`src/rtl/mem_arbiter_pkg.sv`:
```
// mem_arbiter_pkg: shared state encoding, requester ids and arbitration helper.
// Rev 1.0
`default_nettype none

package mem_arbiter_pkg;

   typedef enum logic [1:0] {
      ST_IDLE    = 2'b00,
      ST_GRANT_I = 2'b01,
      ST_GRANT_D = 2'b10,
      ST_RELEASE = 2'b11
   } state_e;

   localparam logic REQ_I = 1'b0;
   localparam logic REQ_D = 1'b1;

   // Data normally wins; fetch wins only once it has been passed over STARVE_LIMIT times.
   function automatic logic pick_winner(input logic i_req, input logic d_req, input logic at_limit);
      return (d_req && !(i_req && at_limit)) ? REQ_D : REQ_I;
   endfunction

endpackage

`default_nettype wire

```
`src/rtl/mem_arbiter_if.sv`:
```
// mem_arbiter_if: requester and controller buses of the arbiter.
// Rev 1.0
`default_nettype none

interface mem_arbiter_if #(
   parameter int ADDR_W = 32,
   parameter int DATA_W = 32
);
   logic              i_read;
   logic [ADDR_W-1:0] i_addr;
   logic [DATA_W-1:0] i_rdata;
   logic              i_ready;

   logic              d_read;
   logic              d_write;
   logic [ADDR_W-1:0] d_addr;
   logic [DATA_W-1:0] d_wdata;
   logic [DATA_W-1:0] d_rdata;
   logic              d_ready;

   logic              m_read;
   logic              m_write;
   logic [ADDR_W-1:0] m_addr;
   logic [DATA_W-1:0] m_wdata;
   logic [DATA_W-1:0] m_rdata;
   logic              m_ready;

   logic              busy;

   // slave is the arbiter's view; master is the surrounding pipeline plus controller.
   modport slave (
      input  i_read, i_addr, d_read, d_write, d_addr, d_wdata, m_rdata, m_ready,
      output i_rdata, i_ready, d_rdata, d_ready, m_read, m_write, m_addr, m_wdata, busy
   );

   modport master (
      output i_read, i_addr, d_read, d_write, d_addr, d_wdata, m_rdata, m_ready,
      input  i_rdata, i_ready, d_rdata, d_ready, m_read, m_write, m_addr, m_wdata, busy
   );

endinterface

`default_nettype wire

```
`src/rtl/mem_arbiter_starve.sv`:
```
// mem_arbiter_starve: saturating count of data grants taken while fetch waited.
// Rev 1.0
`default_nettype none

module mem_arbiter_starve #(
   parameter int LIMIT = 4
) (
   input  logic clock,
   input  logic reset,
   input  logic inc_i,
   input  logic clr_i,
   output logic at_limit_o
);

   localparam int CNT_W = (LIMIT > 0) ? $clog2(LIMIT + 1) : 1;
   localparam logic [CNT_W-1:0] LIMIT_C = CNT_W'(LIMIT);

   logic [CNT_W-1:0] cnt_q;
   logic [CNT_W-1:0] cnt_d;

   always_comb begin
      cnt_d = cnt_q;
      if (clr_i) begin
         cnt_d = '0;
      end else if (inc_i && (cnt_q != LIMIT_C)) begin
         cnt_d = cnt_q + CNT_W'(1);
      end
   end

   always_ff @(posedge clock or negedge reset) begin
      if (!reset) begin
         cnt_q <= '0;
      end else begin
         cnt_q <= cnt_d;
      end
   end

   assign at_limit_o = (cnt_q == LIMIT_C);

endmodule

`default_nettype wire

```
`src/rtl/mem_arbiter.sv`:
```
// mem_arbiter: serialises fetch and data accesses onto one memory controller port.
// Rev 1.0
`default_nettype none

module mem_arbiter
   import mem_arbiter_pkg::*;
#(
   parameter int ADDR_W       = 32,
   parameter int DATA_W       = 32,
   parameter int STARVE_LIMIT = 4
) (
   input  logic          clock,
   input  logic          reset,
   mem_arbiter_if.slave  bus
);

   state_e            state_q, state_d;
   logic              m_read_q, m_read_d;
   logic              m_write_q, m_write_d;
   logic [ADDR_W-1:0] m_addr_q, m_addr_d;
   logic [DATA_W-1:0] m_wdata_q, m_wdata_d;
   logic [DATA_W-1:0] i_rdata_q, i_rdata_d;
   logic [DATA_W-1:0] d_rdata_q, d_rdata_d;
   logic              i_ready_q, i_ready_d;
   logic              d_ready_q, d_ready_d;

   logic              d_req;
   logic              at_limit;
   logic              starve_inc;
   logic              starve_clr;

   assign d_req = bus.d_read | bus.d_write;

   mem_arbiter_starve #(
      .LIMIT      (STARVE_LIMIT)
   ) u_starve (
      .clock      (clock),
      .reset      (reset),
      .inc_i      (starve_inc),
      .clr_i      (starve_clr),
      .at_limit_o (at_limit)
   );

   always_comb begin
      state_d    = state_q;
      m_read_d   = m_read_q;
      m_write_d  = m_write_q;
      m_addr_d   = m_addr_q;
      m_wdata_d  = m_wdata_q;
      i_rdata_d  = i_rdata_q;
      d_rdata_d  = d_rdata_q;
      i_ready_d  = 1'b0;
      d_ready_d  = 1'b0;
      starve_inc = 1'b0;
      starve_clr = 1'b0;

      case (state_q)
         ST_IDLE: begin
            starve_clr = ~bus.i_read;
            if (d_req || bus.i_read) begin
               if (pick_winner(bus.i_read, d_req, at_limit) == REQ_D) begin
                  state_d    = ST_GRANT_D;
                  m_addr_d   = bus.d_addr;
                  m_wdata_d  = bus.d_wdata;
                  m_write_d  = bus.d_write;
                  m_read_d   = bus.d_read & ~bus.d_write;
                  starve_inc = bus.i_read;
               end else begin
                  state_d    = ST_GRANT_I;
                  m_addr_d   = bus.i_addr;
                  m_wdata_d  = '0;
                  m_write_d  = 1'b0;
                  m_read_d   = 1'b1;
                  starve_clr = 1'b1;
               end
            end
         end

         ST_GRANT_I: begin
            if (bus.m_ready || !bus.i_read) begin
               state_d   = ST_RELEASE;
               m_read_d  = 1'b0;
               m_write_d = 1'b0;
               if (bus.m_ready) begin
                  i_rdata_d = bus.m_rdata;
                  i_ready_d = 1'b1;
               end
            end
         end

         ST_GRANT_D: begin
            // Completion takes precedence over a request dropped in the same cycle.
            if (bus.m_ready || !d_req) begin
               state_d   = ST_RELEASE;
               m_read_d  = 1'b0;
               m_write_d = 1'b0;
               if (bus.m_ready) begin
                  d_ready_d = 1'b1;
                  if (!m_write_q) begin
                     d_rdata_d = bus.m_rdata;
                  end
               end
            end
         end

         ST_RELEASE: begin
            state_d = ST_IDLE;
         end

         default: begin
            state_d = ST_IDLE;
         end
      endcase
   end

   always_ff @(posedge clock or negedge reset) begin
      if (!reset) begin
         state_q   <= ST_IDLE;
         m_read_q  <= 1'b0;
         m_write_q <= 1'b0;
         m_addr_q  <= '0;
         m_wdata_q <= '0;
         i_rdata_q <= '0;
         d_rdata_q <= '0;
         i_ready_q <= 1'b0;
         d_ready_q <= 1'b0;
      end else begin
         state_q   <= state_d;
         m_read_q  <= m_read_d;
         m_write_q <= m_write_d;
         m_addr_q  <= m_addr_d;
         m_wdata_q <= m_wdata_d;
         i_rdata_q <= i_rdata_d;
         d_rdata_q <= d_rdata_d;
         i_ready_q <= i_ready_d;
         d_ready_q <= d_ready_d;
      end
   end

   assign bus.m_read  = m_read_q;
   assign bus.m_write = m_write_q;
   assign bus.m_addr  = m_addr_q;
   assign bus.m_wdata = m_wdata_q;
   assign bus.i_rdata = i_rdata_q;
   assign bus.i_ready = i_ready_q;
   assign bus.d_rdata = d_rdata_q;
   assign bus.d_ready = d_ready_q;
   assign bus.busy    = (state_q != ST_IDLE);

endmodule

`default_nettype wire

```
`src/flat_wrapper.sv`:
```
// flat-port wrapper written by rule: the top's interface ports become plain ports
module mem_arbiter_flat import mem_arbiter_pkg::*;
#(
   parameter int ADDR_W       = 32,
   parameter int DATA_W       = 32,
   parameter int STARVE_LIMIT = 4
)
  (clock, reset, bus_i_read, bus_i_addr, bus_d_read, bus_d_write, bus_d_addr, bus_d_wdata, bus_m_rdata, bus_m_ready, bus_i_rdata, bus_i_ready, bus_d_rdata, bus_d_ready, bus_m_read, bus_m_write, bus_m_addr, bus_m_wdata, bus_busy);
  mem_arbiter_if #(.ADDR_W(ADDR_W), .DATA_W(DATA_W)) bus_i ();
  input  logic clock;
  input  logic reset;
  input wire logic [$bits(bus_i.i_read)-1:0] bus_i_read;
  input wire logic [$bits(bus_i.i_addr)-1:0] bus_i_addr;
  input wire logic [$bits(bus_i.d_read)-1:0] bus_d_read;
  input wire logic [$bits(bus_i.d_write)-1:0] bus_d_write;
  input wire logic [$bits(bus_i.d_addr)-1:0] bus_d_addr;
  input wire logic [$bits(bus_i.d_wdata)-1:0] bus_d_wdata;
  input wire logic [$bits(bus_i.m_rdata)-1:0] bus_m_rdata;
  input wire logic [$bits(bus_i.m_ready)-1:0] bus_m_ready;
  output wire logic [$bits(bus_i.i_rdata)-1:0] bus_i_rdata;
  output wire logic [$bits(bus_i.i_ready)-1:0] bus_i_ready;
  output wire logic [$bits(bus_i.d_rdata)-1:0] bus_d_rdata;
  output wire logic [$bits(bus_i.d_ready)-1:0] bus_d_ready;
  output wire logic [$bits(bus_i.m_read)-1:0] bus_m_read;
  output wire logic [$bits(bus_i.m_write)-1:0] bus_m_write;
  output wire logic [$bits(bus_i.m_addr)-1:0] bus_m_addr;
  output wire logic [$bits(bus_i.m_wdata)-1:0] bus_m_wdata;
  output wire logic [$bits(bus_i.busy)-1:0] bus_busy;
  assign bus_i.i_read = bus_i_read;
  assign bus_i.i_addr = bus_i_addr;
  assign bus_i.d_read = bus_d_read;
  assign bus_i.d_write = bus_d_write;
  assign bus_i.d_addr = bus_d_addr;
  assign bus_i.d_wdata = bus_d_wdata;
  assign bus_i.m_rdata = bus_m_rdata;
  assign bus_i.m_ready = bus_m_ready;
  assign bus_i_rdata = bus_i.i_rdata;
  assign bus_i_ready = bus_i.i_ready;
  assign bus_d_rdata = bus_i.d_rdata;
  assign bus_d_ready = bus_i.d_ready;
  assign bus_m_read = bus_i.m_read;
  assign bus_m_write = bus_i.m_write;
  assign bus_m_addr = bus_i.m_addr;
  assign bus_m_wdata = bus_i.m_wdata;
  assign bus_busy = bus_i.busy;
  mem_arbiter #(.ADDR_W(ADDR_W), .DATA_W(DATA_W), .STARVE_LIMIT(STARVE_LIMIT)) u_core (.clock(clock), .reset(reset), .bus(bus_i));
endmodule
```
`config.mk`:
```
export PLATFORM = sky130hd
export DESIGN_NAME = mem_arbiter_flat
export DESIGN_NICKNAME = d
export VERILOG_FILES = /design/src/rtl/mem_arbiter_pkg.sv /design/src/rtl/mem_arbiter_if.sv /design/src/rtl/mem_arbiter_starve.sv /design/src/rtl/mem_arbiter.sv /design/src/flat_wrapper.sv
export SDC_FILE = /design/constraint.sdc
export NUM_CORES = 1
export LEC_CHECK = 0
export ABC_AREA = 1
export CAP_MARGIN = 10
export CORE_MARGIN = 10
export CORE_UTILIZATION = 42
export CTS_CLUSTER_SIZE = 25
export DETAILED_ROUTE_END_ITERATION = 16
export PLACE_DENSITY = 0.86
export SLEW_MARGIN = 15
export SYNTH_ARGS = -nofsm -noshare
export SYNTH_HDL_FRONTEND = slang
export SYNTH_SLANG_ARGS = --single-unit
```
`constraint.sdc`:
```
create_clock -name clock -period 1.7 [get_ports clock]
set_clock_uncertainty 0.15 [all_clocks]
set_input_delay 0.17 -clock clock [delete_from_list [all_inputs] [get_ports clock]]
set_output_delay 0.17 -clock clock [all_outputs]
set_load 0.005 [all_outputs]
```
==> results.md <==
* Status: complete, no violations
* Setup ws final at 0.0471 ns
* Final setup fails at 0
* Cells after synthesis at 694
* DR DRC count at 0
* Largest stage delay, worst path at 0.56 ns
* Max Slew Vio Count at 0
* Area growth, synth to finish at 62.4%
* Hold Violations, Final at 0
* Final core occ at 69.7%
* Commonest register cell after synthesis: dfrtp_1
* Total grt overflow at 0
* Largest net degree at the start of global routing at 49
* Total number of vias at 5,627
* CP max FO at 2
* TritonCTS Sinks at 137
* Core Rows at 43
* Max_slew headroom at 78.2%
* CTS tree: built
* FFs w/ async S/R, synth at 100%
* Gp weighted congestion at 0.872
* WP data arrival at 1.33 ns
* Reg clk slew, reported paths at 0.06 ns
* Critical path class: register to output port
* Post-Route WL at 20,600 um
* #FFs+latches synth at 137
* Slowest-stage cell, CP: clkdlybuf4s50_1
* Num CTS Buffers at 17
* Pre-CTS WS at -0.103 ns
* Critical path endpoint category: output port
* Vias in the first global route at 5,760
* WL per Instance at 17.5 um
* Starting Density at 42.9%
* Worst hold path type: input port to async pin
* Top delay family on crit path: buffers and inverters
* Synth warnings at 0
* Synth Area in Compound Gates at 9.69%
* Period utilisation layout at 97.2%
* PwrDens at 1780 nW/um^2
* Peak VDD IR at 854 uV
* CTS H-tree depth at 4
* Synthesized Nets at 834
* Setup TNS at 0 ns
* XOR/XNOR share of the synthesized area at 0.146%
* Die Ht at 139 um
* Post-synth top cells: nand2_1, dfrtp_1, inv_1
* Final worst path period need at 1.65 ns
* Root buf cell: clkbuf_16
* Synth top area share at 57.3%
* Initial antenna violation count at 0
* Final #Nets at 1,120
* First-pass GRT wire length at 31,400 um
* Dpl hpwl at 15,000 um
* GRT Util Overall at 20.1%
* Full die area at 19,400 sq um
* Share of layout cells above drive strength 1 at 10.3%
* Worst-Skew Late Latency at 0.41 ns
* Die Wd at 139 um
* Tot Pwr at 17.3 mW
* DR vias/cell at 4.80
* # IOs at 267
* Core area at 13,900 sq um
* Crit-path cells: clkdlybuf4s50_1
* Worst Tran Pin Value at 0.327 ns
* Startpoint types: register
* DR iter-0 viols at 263
* Post-Synth Simple-Gate Area at 21.9%
* Post-synthesis cell area at 5980 sq um
* Synth area leaders: dfrtp_1, nand2_1, inv_1
* Fmax at 0.605 GHz
* # fillers at 1,029
* Post-Syn Area per Cell at 8.62 sq um
* Drt first pass iters at 5
* Multiplexer share of the synthesized area at 0%
* Max Cap Violations at 0
* Crit path required time at 1.38 ns
* # diodes at 0
* Final ANT Viol Nets at 0
* Seq/Total Area, Yosys at 57.3%
* Cell taking the most area after synthesis: dfrtp_1
* Adder-cell share of the synthesized area at 1.26%
* Leakage Power at 4.77 nW
* Largest family of logic cells by synthesized area: simple AND/OR/NAND/NOR gates
* Distinct cell type count after synthesis at 22
* # port buffers at 266
* Count leader, synth: nand2_1
* Number of synthesized flops with an enable pin at 0
* Max Root-Sink Buffers at 2
* Crit path buf inv count at 1
## per-layer routing
| metal | global-route usage, % | share of wire [%] | vias up | routed length (um) |
|---|---|---|---|---|
| met5 | 0 | 0 | - | 0 |
| met4 | 6.21 | 1.8 | 0 | 364 |
| met3 | 10.8 | 11 | 26 | 2280 |
| met2 | 32.3 | 48 | 242 | 9860 |
| met1 | 22.5 | 39 | 2647 | 8060 |
| li1 | - | - | 2712 | - |
## through the flow
stage | hold slack [ns] | area, sq um | std cells
finish | 0.0619 | 9710 | 1172
global route | 0.0744 | 9710 | 1172
CTS | 0.0631 | 9630 | 1168
detailed placement | -0.0903 | 8960 | 1133
global placement | -0.0892 | 8960 | 1133
floorplan | -0.276 | 5980 | 694
## cells in the final DEF (no fill, tap or decap), types with 5 or more instances in the layout
cell type,instances
buf_12,10
buf_4,24
clkbuf_16,18
clkdlybuf4s50_1,259
dfrtp_1,137
dlymetal6s2s_1,5
ha_1,5
inv_1,76
nand2_1,251
nand3_1,38
nor2_1,36
o21ai_0,37
o21ai_1,41
o21ai_2,21
## final timing paths
kind                                  startpoint                endpoint  slack, ns  depth (start not counted)
max                        u_core.bus.m_addr[31]          bus_m_addr[31]       0.05                          1
min in group clock                bus_d_wdata[7]   u_core.bus.m_wdata[7]       0.15                          3
max reg2reg                    u_core.state_q[0]  u_core.bus.d_rdata[11]       0.05                          7
min                                        reset  u_core.bus.i_rdata[22]       0.06                          2
max in group asynchronous                  reset  u_core.bus.d_rdata[27]       0.78                          3
min reg2reg                u_core.bus.m_wdata[5]   u_core.bus.m_wdata[5]       0.33                          2
## where the power goes
part	leakage [nW]	switching (mW)	internal, mW
clock	0.287	1.46	2.31
combinational	2.78	3.59	4.34
sequential	1.71	0.832	4.79
## sequential cells by signal, indices dropped and copies added (netlist names)
| signal | count |
|---|---|
| u_core.bus.d_rdata | 32 |
| u_core.bus.d_ready | 1 |
| u_core.bus.i_rdata | 32 |
| u_core.bus.i_ready | 1 |
| u_core.bus.m_addr | 32 |
| u_core.bus.m_read | 1 |
| u_core.bus.m_wdata | 32 |
| u_core.bus.m_write | 1 |
| u_core.state_q | 2 |
| u_core.u_starve.cnt_q | 3 |
## logic make-up (layout without fill, tap and decap cells)
family | count (synthesis) | count (layout)
buffers and inverters | 118 | 415
AOI/OAI and AO/OA | 100 | 100
DFF | 137 | 137
adders and majority gates | 6 | 6
xor gates and xnor gates | 1 | 1
and+or+nand+nor | 332 | 333
## final cells by class
class / count / area, sq um / area share, %
timing repair buffer: 304 / 3130 / 32.2
tap: 180 / 225 / 2.32
inverter: 80 / 303 / 3.12
sequential: 137 / 3430 / 35.3
multi-input combinational: 440 / 2020 / 20.8
clock buffer: 17 / 425 / 4.38
clock inverter: 14 / 174 / 1.79
## what timing repair did
item / in CTS / in global routing
buffers inserted: 2 / 2
endpoints found under the setup margin: 48 / 27
pin swaps: 1 / 2
hold endpoints to repair: 137 / 0
cloned: 1 / 2
hold buffers: 1 / 0
resized for setup: 8 / 10
No activity file was read; power rests on OpenSTA's default activity.
